File: src/rtl/trng_pool_harvester_if.sv
// ---------------------------------------------------------------------------
// trng_pool_harvester_if
// Bundles the sample input, read-out handshake and status signals of the
// entropy pool harvester. Clock and reset stay plain ports on the module.
//
// Signals:
//   en           harvest enable
//   sample       sensor sample (SAMPLE_W bits)
//   sample_stb   one-cycle strobe: sample is new
//   read_result  current output word (WORD_W bits)
//   read_valid   read_result holds a valid word
//   read_ready   consumer accepts the word
//   bit_count    debiased bits currently in the pool
//   drop_cnt     samples dropped while the serializer was busy (saturating)
//   health_fail  sticky repetition-count failure
//
// Modports:
//   master  environment side (sensor master / read-out wrapper)
//   slave   harvester side
// ---------------------------------------------------------------------------
interface trng_pool_harvester_if #(
    parameter int SAMPLE_W  = 12,
    parameter int POOL_BITS = 512,
    parameter int WORD_W    = 32
) ();
    localparam int CNT_W = $clog2(POOL_BITS + 1);

    logic                en;
    logic [SAMPLE_W-1:0] sample;
    logic                sample_stb;
    logic [WORD_W-1:0]   read_result;
    logic                read_valid;
    logic                read_ready;
    logic [CNT_W-1:0]    bit_count;
    logic [7:0]          drop_cnt;
    logic                health_fail;

    modport master (
        output en, sample, sample_stb, read_ready,
        input  read_result, read_valid, bit_count, drop_cnt, health_fail
    );

    modport slave (
        input  en, sample, sample_stb, read_ready,
        output read_result, read_valid, bit_count, drop_cnt, health_fail
    );
endinterface

File: src/rtl/trng_pool_harvester.sv
// ---------------------------------------------------------------------------
// trng_pool_harvester
// Harvests TAP_BITS low-order bits from each strobed temperature sample,
// von Neumann debiases the raw bit stream, accumulates the debiased bits in
// a POOL_BITS entropy pool and streams the full pool out as WORD_W-bit words
// over a valid/ready handshake (oldest bit = MSB of word 0).
//
// Ports:
//   SCLK  system clock, rising edge
//   RST   asynchronous reset, active-low
//   bus   trng_pool_harvester_if.slave (enable, sample/strobe, read-out
//         handshake, bit_count, drop_cnt, health_fail)
//
// Optional build macro:
//   TRNG_HEALTH_EN  adds a repetition-count health test on the raw bits.
//                   When undefined no run counter exists and health_fail
//                   is tied low.
// ---------------------------------------------------------------------------
module trng_pool_harvester #(
    parameter int SAMPLE_W  = 12,
    parameter int TAP_BITS  = 1,
    parameter int POOL_BITS = 512,
    parameter int WORD_W    = 32,
    parameter int REP_LIMIT = 16
) (
    input logic                  SCLK,
    input logic                  RST,
    trng_pool_harvester_if.slave bus
);
    localparam int CNT_W  = $clog2(POOL_BITS + 1);
    localparam int NWORDS = POOL_BITS / WORD_W;
    localparam int K_W    = (NWORDS > 1) ? $clog2(NWORDS) : 1;
    localparam int SER_W  = $clog2(TAP_BITS + 1);

    localparam logic [1:0] ST_IDLE  = 2'd0;
    localparam logic [1:0] ST_FILL  = 2'd1;
    localparam logic [1:0] ST_DRAIN = 2'd2;

    if (TAP_BITS < 1 || TAP_BITS > SAMPLE_W || (POOL_BITS % WORD_W) != 0 ||
        POOL_BITS < 2 || REP_LIMIT < 2) begin : g_bad_params
        $error("trng_pool_harvester: illegal parameter combination");
    end

    function automatic logic [7:0] sat_inc8(input logic [7:0] v);
        return (v == 8'hFF) ? v : v + 8'd1;
    endfunction

    logic [1:0]          state;
    logic [POOL_BITS-1:0] pool;
    logic [CNT_W-1:0]    bit_count;
    logic [7:0]          drop_cnt;
    logic                read_valid;
    logic [K_W-1:0]      word_idx;

    // The whole sample is loaded so every sample bit has a reader; only the
    // first TAP_BITS of it are ever shifted out, as ser_left_p0 counts them.
    logic [SAMPLE_W-1:0] ser_bits_p0;
    logic [SER_W-1:0]    ser_left_p0;
    logic                pair_have_p1;
    logic                pair_first_p1;

    logic pool_full;
    logic halted;
    logic health_trip;
    logic fill_go;
    logic ser_free;
    logic vld_p0;
    logic raw_bit_p0;
    logic vld_p1;
    logic clr_harvest;
    logic accept;
    logic last_word;

    always_comb begin
        pool_full   = (bit_count == CNT_W'(POOL_BITS));
        fill_go     = bus.en && (state == ST_FILL) && !pool_full && !halted;
        // A strobe landing on the last serializer bit reloads seamlessly.
        ser_free    = (ser_left_p0 == '0) || (ser_left_p0 == SER_W'(1));
        vld_p0      = fill_go && (ser_left_p0 != '0);
        raw_bit_p0  = ser_bits_p0[0];
        // 01 -> 0, 10 -> 1: the debiased bit equals the first bit of the pair.
        vld_p1      = vld_p0 && pair_have_p1 && (pair_first_p1 != raw_bit_p0);
        clr_harvest = !bus.en || (state != ST_FILL) || pool_full || halted || health_trip;
        accept      = read_valid && bus.read_ready;
        last_word   = accept && (word_idx == K_W'(NWORDS - 1));
    end

`ifdef TRNG_HEALTH_EN
    localparam int RUN_W = $clog2(REP_LIMIT + 1);

    logic             health_fail;
    logic             run_bit;
    logic [RUN_W-1:0] run_len;

    always_comb begin
        health_trip = vld_p0 && (run_bit == raw_bit_p0) &&
                      (run_len == RUN_W'(REP_LIMIT - 1));
        halted      = health_fail;
    end

    // Run length of identical raw bits, restarted on every change and
    // whenever the block falls back to IDLE.
    always_ff @(posedge SCLK or negedge RST) begin
        if (!RST) begin
            run_bit <= 1'b0;
            run_len <= '0;
        end else if (!bus.en || state == ST_IDLE) begin
            run_bit <= 1'b0;
            run_len <= '0;
        end else if (vld_p0) begin
            if (run_len != '0 && run_bit == raw_bit_p0) begin
                if (run_len != RUN_W'(REP_LIMIT))
                    run_len <= run_len + RUN_W'(1);
            end else begin
                run_bit <= raw_bit_p0;
                run_len <= RUN_W'(1);
            end
        end
    end

    always_ff @(posedge SCLK or negedge RST) begin
        if (!RST)
            health_fail <= 1'b0;
        else if (!bus.en)
            health_fail <= 1'b0;
        else if (health_trip)
            health_fail <= 1'b1;
    end

    assign bus.health_fail = health_fail;
`else
    always_comb begin
        health_trip = 1'b0;
        halted      = 1'b0;
    end

    assign bus.health_fail = 1'b0;
`endif

    // Control FSM
    always_ff @(posedge SCLK or negedge RST) begin
        if (!RST) begin
            state <= ST_IDLE;
        end else if (!bus.en) begin
            state <= ST_IDLE;
        end else begin
            case (state)
                ST_IDLE:  state <= ST_FILL;
                ST_FILL:  if (pool_full) state <= ST_DRAIN;
                ST_DRAIN: if (last_word) state <= ST_FILL;
                default:  state <= ST_IDLE;
            endcase
        end
    end

    always_ff @(posedge SCLK or negedge RST) begin
        if (!RST) begin
            read_valid <= 1'b0;
            word_idx   <= '0;
        end else if (!bus.en || health_trip) begin
            read_valid <= 1'b0;
            word_idx   <= '0;
        end else if (state == ST_FILL && pool_full) begin
            read_valid <= 1'b1;
            word_idx   <= '0;
        end else if (last_word) begin
            read_valid <= 1'b0;
            word_idx   <= '0;
        end else if (accept) begin
            word_idx   <= word_idx + K_W'(1);
        end
    end

    // Stage 0: serializer, one raw bit per cycle, bit 0 first
    always_ff @(posedge SCLK or negedge RST) begin
        if (!RST) begin
            ser_bits_p0 <= '0;
            ser_left_p0 <= '0;
        end else if (clr_harvest) begin
            ser_bits_p0 <= '0;
            ser_left_p0 <= '0;
        end else if (bus.sample_stb && ser_free) begin
            ser_bits_p0 <= bus.sample;
            ser_left_p0 <= SER_W'(TAP_BITS);
        end else if (ser_left_p0 != '0) begin
            ser_bits_p0 <= ser_bits_p0 >> 1;
            ser_left_p0 <= ser_left_p0 - SER_W'(1);
        end
    end

    always_ff @(posedge SCLK or negedge RST) begin
        if (!RST)
            drop_cnt <= 8'd0;
        else if (fill_go && bus.sample_stb && !ser_free)
            drop_cnt <= sat_inc8(drop_cnt);
    end

    // Stage 1: von Neumann pairing of raw bits in arrival order
    always_ff @(posedge SCLK or negedge RST) begin
        if (!RST) begin
            pair_have_p1  <= 1'b0;
            pair_first_p1 <= 1'b0;
        end else if (clr_harvest) begin
            pair_have_p1  <= 1'b0;
            pair_first_p1 <= 1'b0;
        end else if (vld_p0) begin
            if (!pair_have_p1) begin
                pair_have_p1  <= 1'b1;
                pair_first_p1 <= raw_bit_p0;
            end else begin
                pair_have_p1  <= 1'b0;
            end
        end
    end

    // Stage 2: pool accumulation and word-wise drain from the MSB end
    always_ff @(posedge SCLK or negedge RST) begin
        if (!RST)
            pool <= '0;
        else if (health_trip)
            pool <= '0;
        else if (vld_p1)
            pool <= {pool[POOL_BITS-2:0], pair_first_p1};
        else if (accept && bus.en)
            pool <= pool << WORD_W;
    end

    always_ff @(posedge SCLK or negedge RST) begin
        if (!RST)
            bit_count <= '0;
        else if (!bus.en || health_trip || last_word)
            bit_count <= '0;
        else if (vld_p1)
            bit_count <= bit_count + CNT_W'(1);
    end

    assign bus.read_result = read_valid ? pool[POOL_BITS-1 -: WORD_W] : '0;
    assign bus.read_valid  = read_valid;
    assign bus.bit_count   = bit_count;
    assign bus.drop_cnt    = drop_cnt;
endmodule
File: src/flat_wrapper.sv
// flat-port wrapper written by rule: the top's interface ports become plain ports
module trng_pool_harvester_flat 
#(
    parameter int SAMPLE_W  = 12,
    parameter int TAP_BITS  = 1,
    parameter int POOL_BITS = 512,
    parameter int WORD_W    = 32,
    parameter int REP_LIMIT = 16
)
  (SCLK, RST, bus_en, bus_sample, bus_sample_stb, bus_read_ready, bus_read_result, bus_read_valid, bus_bit_count, bus_drop_cnt, bus_health_fail);
  trng_pool_harvester_if #(.SAMPLE_W(SAMPLE_W), .POOL_BITS(POOL_BITS), .WORD_W(WORD_W)) bus_i ();
  input logic SCLK;
  input logic RST;
  input wire logic [$bits(bus_i.en)-1:0] bus_en;
  input wire logic [$bits(bus_i.sample)-1:0] bus_sample;
  input wire logic [$bits(bus_i.sample_stb)-1:0] bus_sample_stb;
  input wire logic [$bits(bus_i.read_ready)-1:0] bus_read_ready;
  output wire logic [$bits(bus_i.read_result)-1:0] bus_read_result;
  output wire logic [$bits(bus_i.read_valid)-1:0] bus_read_valid;
  output wire logic [$bits(bus_i.bit_count)-1:0] bus_bit_count;
  output wire logic [$bits(bus_i.drop_cnt)-1:0] bus_drop_cnt;
  output wire logic [$bits(bus_i.health_fail)-1:0] bus_health_fail;
  assign bus_i.en = bus_en;
  assign bus_i.sample = bus_sample;
  assign bus_i.sample_stb = bus_sample_stb;
  assign bus_i.read_ready = bus_read_ready;
  assign bus_read_result = bus_i.read_result;
  assign bus_read_valid = bus_i.read_valid;
  assign bus_bit_count = bus_i.bit_count;
  assign bus_drop_cnt = bus_i.drop_cnt;
  assign bus_health_fail = bus_i.health_fail;
  trng_pool_harvester #(.SAMPLE_W(SAMPLE_W), .TAP_BITS(TAP_BITS), .POOL_BITS(POOL_BITS), .WORD_W(WORD_W), .REP_LIMIT(REP_LIMIT)) u_core (.SCLK(SCLK), .RST(RST), .bus(bus_i));
endmodule
File: config.mk
export PLATFORM = sky130hd
export DESIGN_NAME = trng_pool_harvester_flat
export DESIGN_NICKNAME = d
export VERILOG_FILES = /design/src/rtl/trng_pool_harvester_if.sv /design/src/rtl/trng_pool_harvester.sv /design/src/flat_wrapper.sv
export SDC_FILE = /design/constraint.sdc
export NUM_CORES = 1
export LEC_CHECK = 0
export CAP_MARGIN = 0
export CORE_ASPECT_RATIO = 0.7
export CORE_MARGIN = 2
export CORE_UTILIZATION = 30
export CTS_CLUSTER_SIZE = 14
export DETAILED_ROUTE_END_ITERATION = 8
export GPL_TIMING_DRIVEN = 0
export SLEW_MARGIN = 20
export SYNTH_ARGS = -nofsm -noshare
export SYNTH_HDL_FRONTEND = slang
export SYNTH_SLANG_ARGS = --single-unit
File: constraint.sdc
create_clock -name SCLK -period 3.5 [get_ports SCLK]
set_input_delay 0.7 -clock SCLK [delete_from_list [all_inputs] [get_ports SCLK]]
set_output_delay 0.7 -clock SCLK [all_outputs]
set_load 0.02 [all_outputs]
==> impl_metrics.tcl <==
set metrics [dict create \
    clock_latency_ps 610 \
    grt_pass1_vias 15989 \
    fp.dieW_um 365 \
    cts_tree "built" \
    htree_levels 2 \
    synth_warnings 0 \
    dp_hpwl_um 38700 \
    timing.slew.headroom_pct 33.5 \
    peakVddDrop_v 0.000397 \
    routed.top_layer "met4" \
    fin_crit_ps 3260 \
    hp-class "in -> reg" \
    cts-root-buf "clkbuf_16" \
    rsz0062_at_grt "false" \
    finalCritPeriodShare_pct 93.2 \
    swShare_pct 21.8 \
    crit_arrival_ps 2560 \
    critPathMaxFanout 10 \
    wl_per_cell_um 16.6 \
    netlist-cell-type-count 43 \
    fin_tns_setup_ps 0 \
    cts-resized-gates 0 \
    dp_worst_setup_slack_ps 161 \
    p_comb_share_pct 2.5 \
    synth.largest_area_cell "dfrtp_1" \
    place_congestion 0.769 \
    first_iter_violations 779 \
    synth_area_um2 27300 \
    p_switching_uw 2690 \
    finalHoldViolCount 0 \
    r2r-start "u_core.bus.bit_count[0]" \
    dieArea_um2 93500 \
    syn_avg_cell_area_um2 14.9 \
    end_kind "output pin" \
    netlist.area_leader.share_pct 49.9 \
    reg2reg_slack_ps 400 \
    clk_pin_slew_ps 60 \
    drt-met1-wl_um 30000 \
    crit_type "reg -> out" \
    cp.required_ps 2800 \
    rows 92 \
    fin_hold_ws_ps 411 \
    finalSetupViolCount 0 \
    r2r-end "u_core.bus.bit_count[1]" \
    grt_first_pass_wirelength_um 90900 \
    start_kind "register" \
    fmax_mhz 307 \
    antenna_left 0 \
    cts_made_buffers 56 \
    routed_wl_um 53600 \
    fin_skew_ps 10.7 \
    antenna_found_initial 0 \
    p_int_uw 9660 \
    syn_to_final_growth_pct 14.8 \
    worstPathCellList "clkbuf_1, and2_1, clkdlybuf4s50_1" \
    synth_area_leaders "dfrtp_1 (50%), mux2_2 (29%), mux2_4 (11%), mux2_1 (2.7%), buf_2 (1.2%)" \
    port-buffer-count 57 \
    grt_max_degree 98 \
    coreArea_um2 90100 \
    drc 0 \
    pwr-share-seq_pct 51.3 \
    outcome "finished, final reports clean" \
    clk_path_buf_depth 3 \
    final_cell_area_um2 31300 \
    startpoint "u_core.bus.read_valid" \
    r2r_cells 9 \
    slew_viol_final 0 \
    globalRouteOverflowTotal 0 \
    grt_usage_pct 11.7 \
    vias 14716 \
    power.density_nw_per_um2 394 \
    dpl_cell_area_um2 29600 \
    io-pin-count 69 \
    finalWorstSetupSlack_ps 239 \
    vias_per_cell 4.55 \
    ys_seq_area_share_pct 49.9 \
    drive_gt1_share_pct 54.7 \
    total_power_uw 12300 \
    cp-endpoint "bus_read_result[27]" \
    fillers 8638 \
    max_cap_viol_count 0 \
    cp_slowest_stage_delay_ps 640 \
    start_util_pct 30.3 \
    final_nets 1987 \
    routed-wl-met2_um 21100 \
    synthCells 1837 \
    synth-seq-cells 544 \
    die_y_um 256 \
    clock_power_share_pct 46.2 \
    cp_slowest_cell "dfrtp_1" \
    dr.pass1.iters 4 \
    cts.sinks 544 \
    leakage_uw 0.0154 \
    route.met3.wl_um 1570 \
    worst_slew_pin_slew_ps 992 \
]
worst min-delay path by stage:
| stage | from | endpoint | slack (ps) | cells after the start |
|---|---|---|---|---|
| 6_report | bus_en | u_core.state[0] | 410 | 3 |
| 5_1_grt | bus_en | u_core.state[1] | 410 | 2 |
| 4_1_cts | bus_en | u_core.state[0] | 370 | 3 |
| 3_5_place_dp | u_core.pool[511] | u_core.pool[511] | 500 | 1 |
| 3_3_place_gp | u_core.pool[511] | u_core.pool[511] | 500 | 1 |
| 2_1_floorplan | RST | u_core.bus.bit_count[0] | 400 | 0 |
layout by cell type (no fill, tap or decap), drive strengths merged, types with 12 or more instances in the layout:
cell type / n
mux2i: 13
a21oi: 15
nor2: 40
a22o: 32
dfrtp: 544
mux2: 960
buf: 120
nand2: 12
clkbuf: 113
and2: 34
clkdlybuf4s50: 56
power by group through the flow:
stage               registers, uW  logic, uW  clock network [uW]
finish                       6330        308                5700
global route                 6330        354                6170
CTS                          6330        320                5900
detailed placement           6450        317                   0
global placement             6460        285                   0
floorplan                    6440        122                   0
critical path: cells and delay by family (launching register included):
| kind | cells | cell delay, ps |
|---|---|---|
| and+or+nand+nor | 1 | 220 |
| DFF | 1 | 640 |
| buffers and inverters | 2 | 1090 |
area by class of cell:
cell class,instances,area (um2),share of cell area (%)
multi-input cells,1164,12800,41.0
inverters,3,11.3,0.0359
clock inverters,9,52.6,0.168
diodes,1,2.50,0.00798
clock buffers,92,1680,5.35
repair buffers,64,751,2.40
well taps,1222,1530,4.88
flip-flops and latches,544,13600,43.4
plain buffers,134,853,2.72
metal layers:
metal / vias up / GRT usage [%]
li1: 6905 / -
met1: 7589 / 19.0
met2: 158 / 16.1
met3: 64 / 1.69
met4: 0 / 2.67
met5: - / 0
cell families (layout without fill, tap and decap cells):
kind of cell / count (synthesis) / in the layout / synth area share (%)
AND/OR/NAND/NOR: 114 / 114 / 2.27
other: 1 / 10 / 0.0137
buffers and inverters: 137 / 302 / 3.17
multiplexers: 973 / 973 / 42.7
adder cells (fa/ha/maj): 3 / 3 / 0.138
flip-flops: 544 / 544 / 49.9
XOR/XNOR: 12 / 12 / 0.385
AO/OA/AOI/OAI: 53 / 53 / 1.45
timing repair:
action	CTS	global route
hold buffers	1	0
endpoints found under the hold margin	8	0
setup buffers	0	0
sequential cells by signal (all words and copies together) (netlist names):
| signal | flops |
|---|---|
| u_core.bus.bit_count | 10 |
| u_core.bus.read_valid | 1 |
| u_core.pair_first_p1 | 1 |
| u_core.pair_have_p1 | 1 |
| u_core.pool | 512 |
| u_core.ser_bits_p0 | 12 |
| u_core.ser_left_p0 | 1 |
| u_core.state | 2 |
| u_core.word_idx | 4 |
synthesized netlist by cell type, drive strengths merged:
master and n:
and3 3, a21oi 15, buf 113, conb 1, or4 1, o21ai 3
xor2 9, nand2b 3, and3b 1, xnor2 3, dfrtp 544, nor3b 2
a22o 32, nand3 5, nand3b 2, o2111ai 1, ha 3, and4 1
o21a 1, inv 3, nor4 2, mux2i 13, nand4 4, mux2 960
nor3 3, nand2 12, clkbuf 21, nor2 40, a31o 1, and2 34
nor2b 1
per-stage QoR:
step / cells / utilization, %
after floorplan: 1845 / -
final: 3233 / 34.8
after global routing: 3232 / 34.8
after CTS: 3232 / 34.8
after global placement: 3124 / 32.6
after detailed placement: 3130 / 32.8
(Power assumes the default switching activity.)
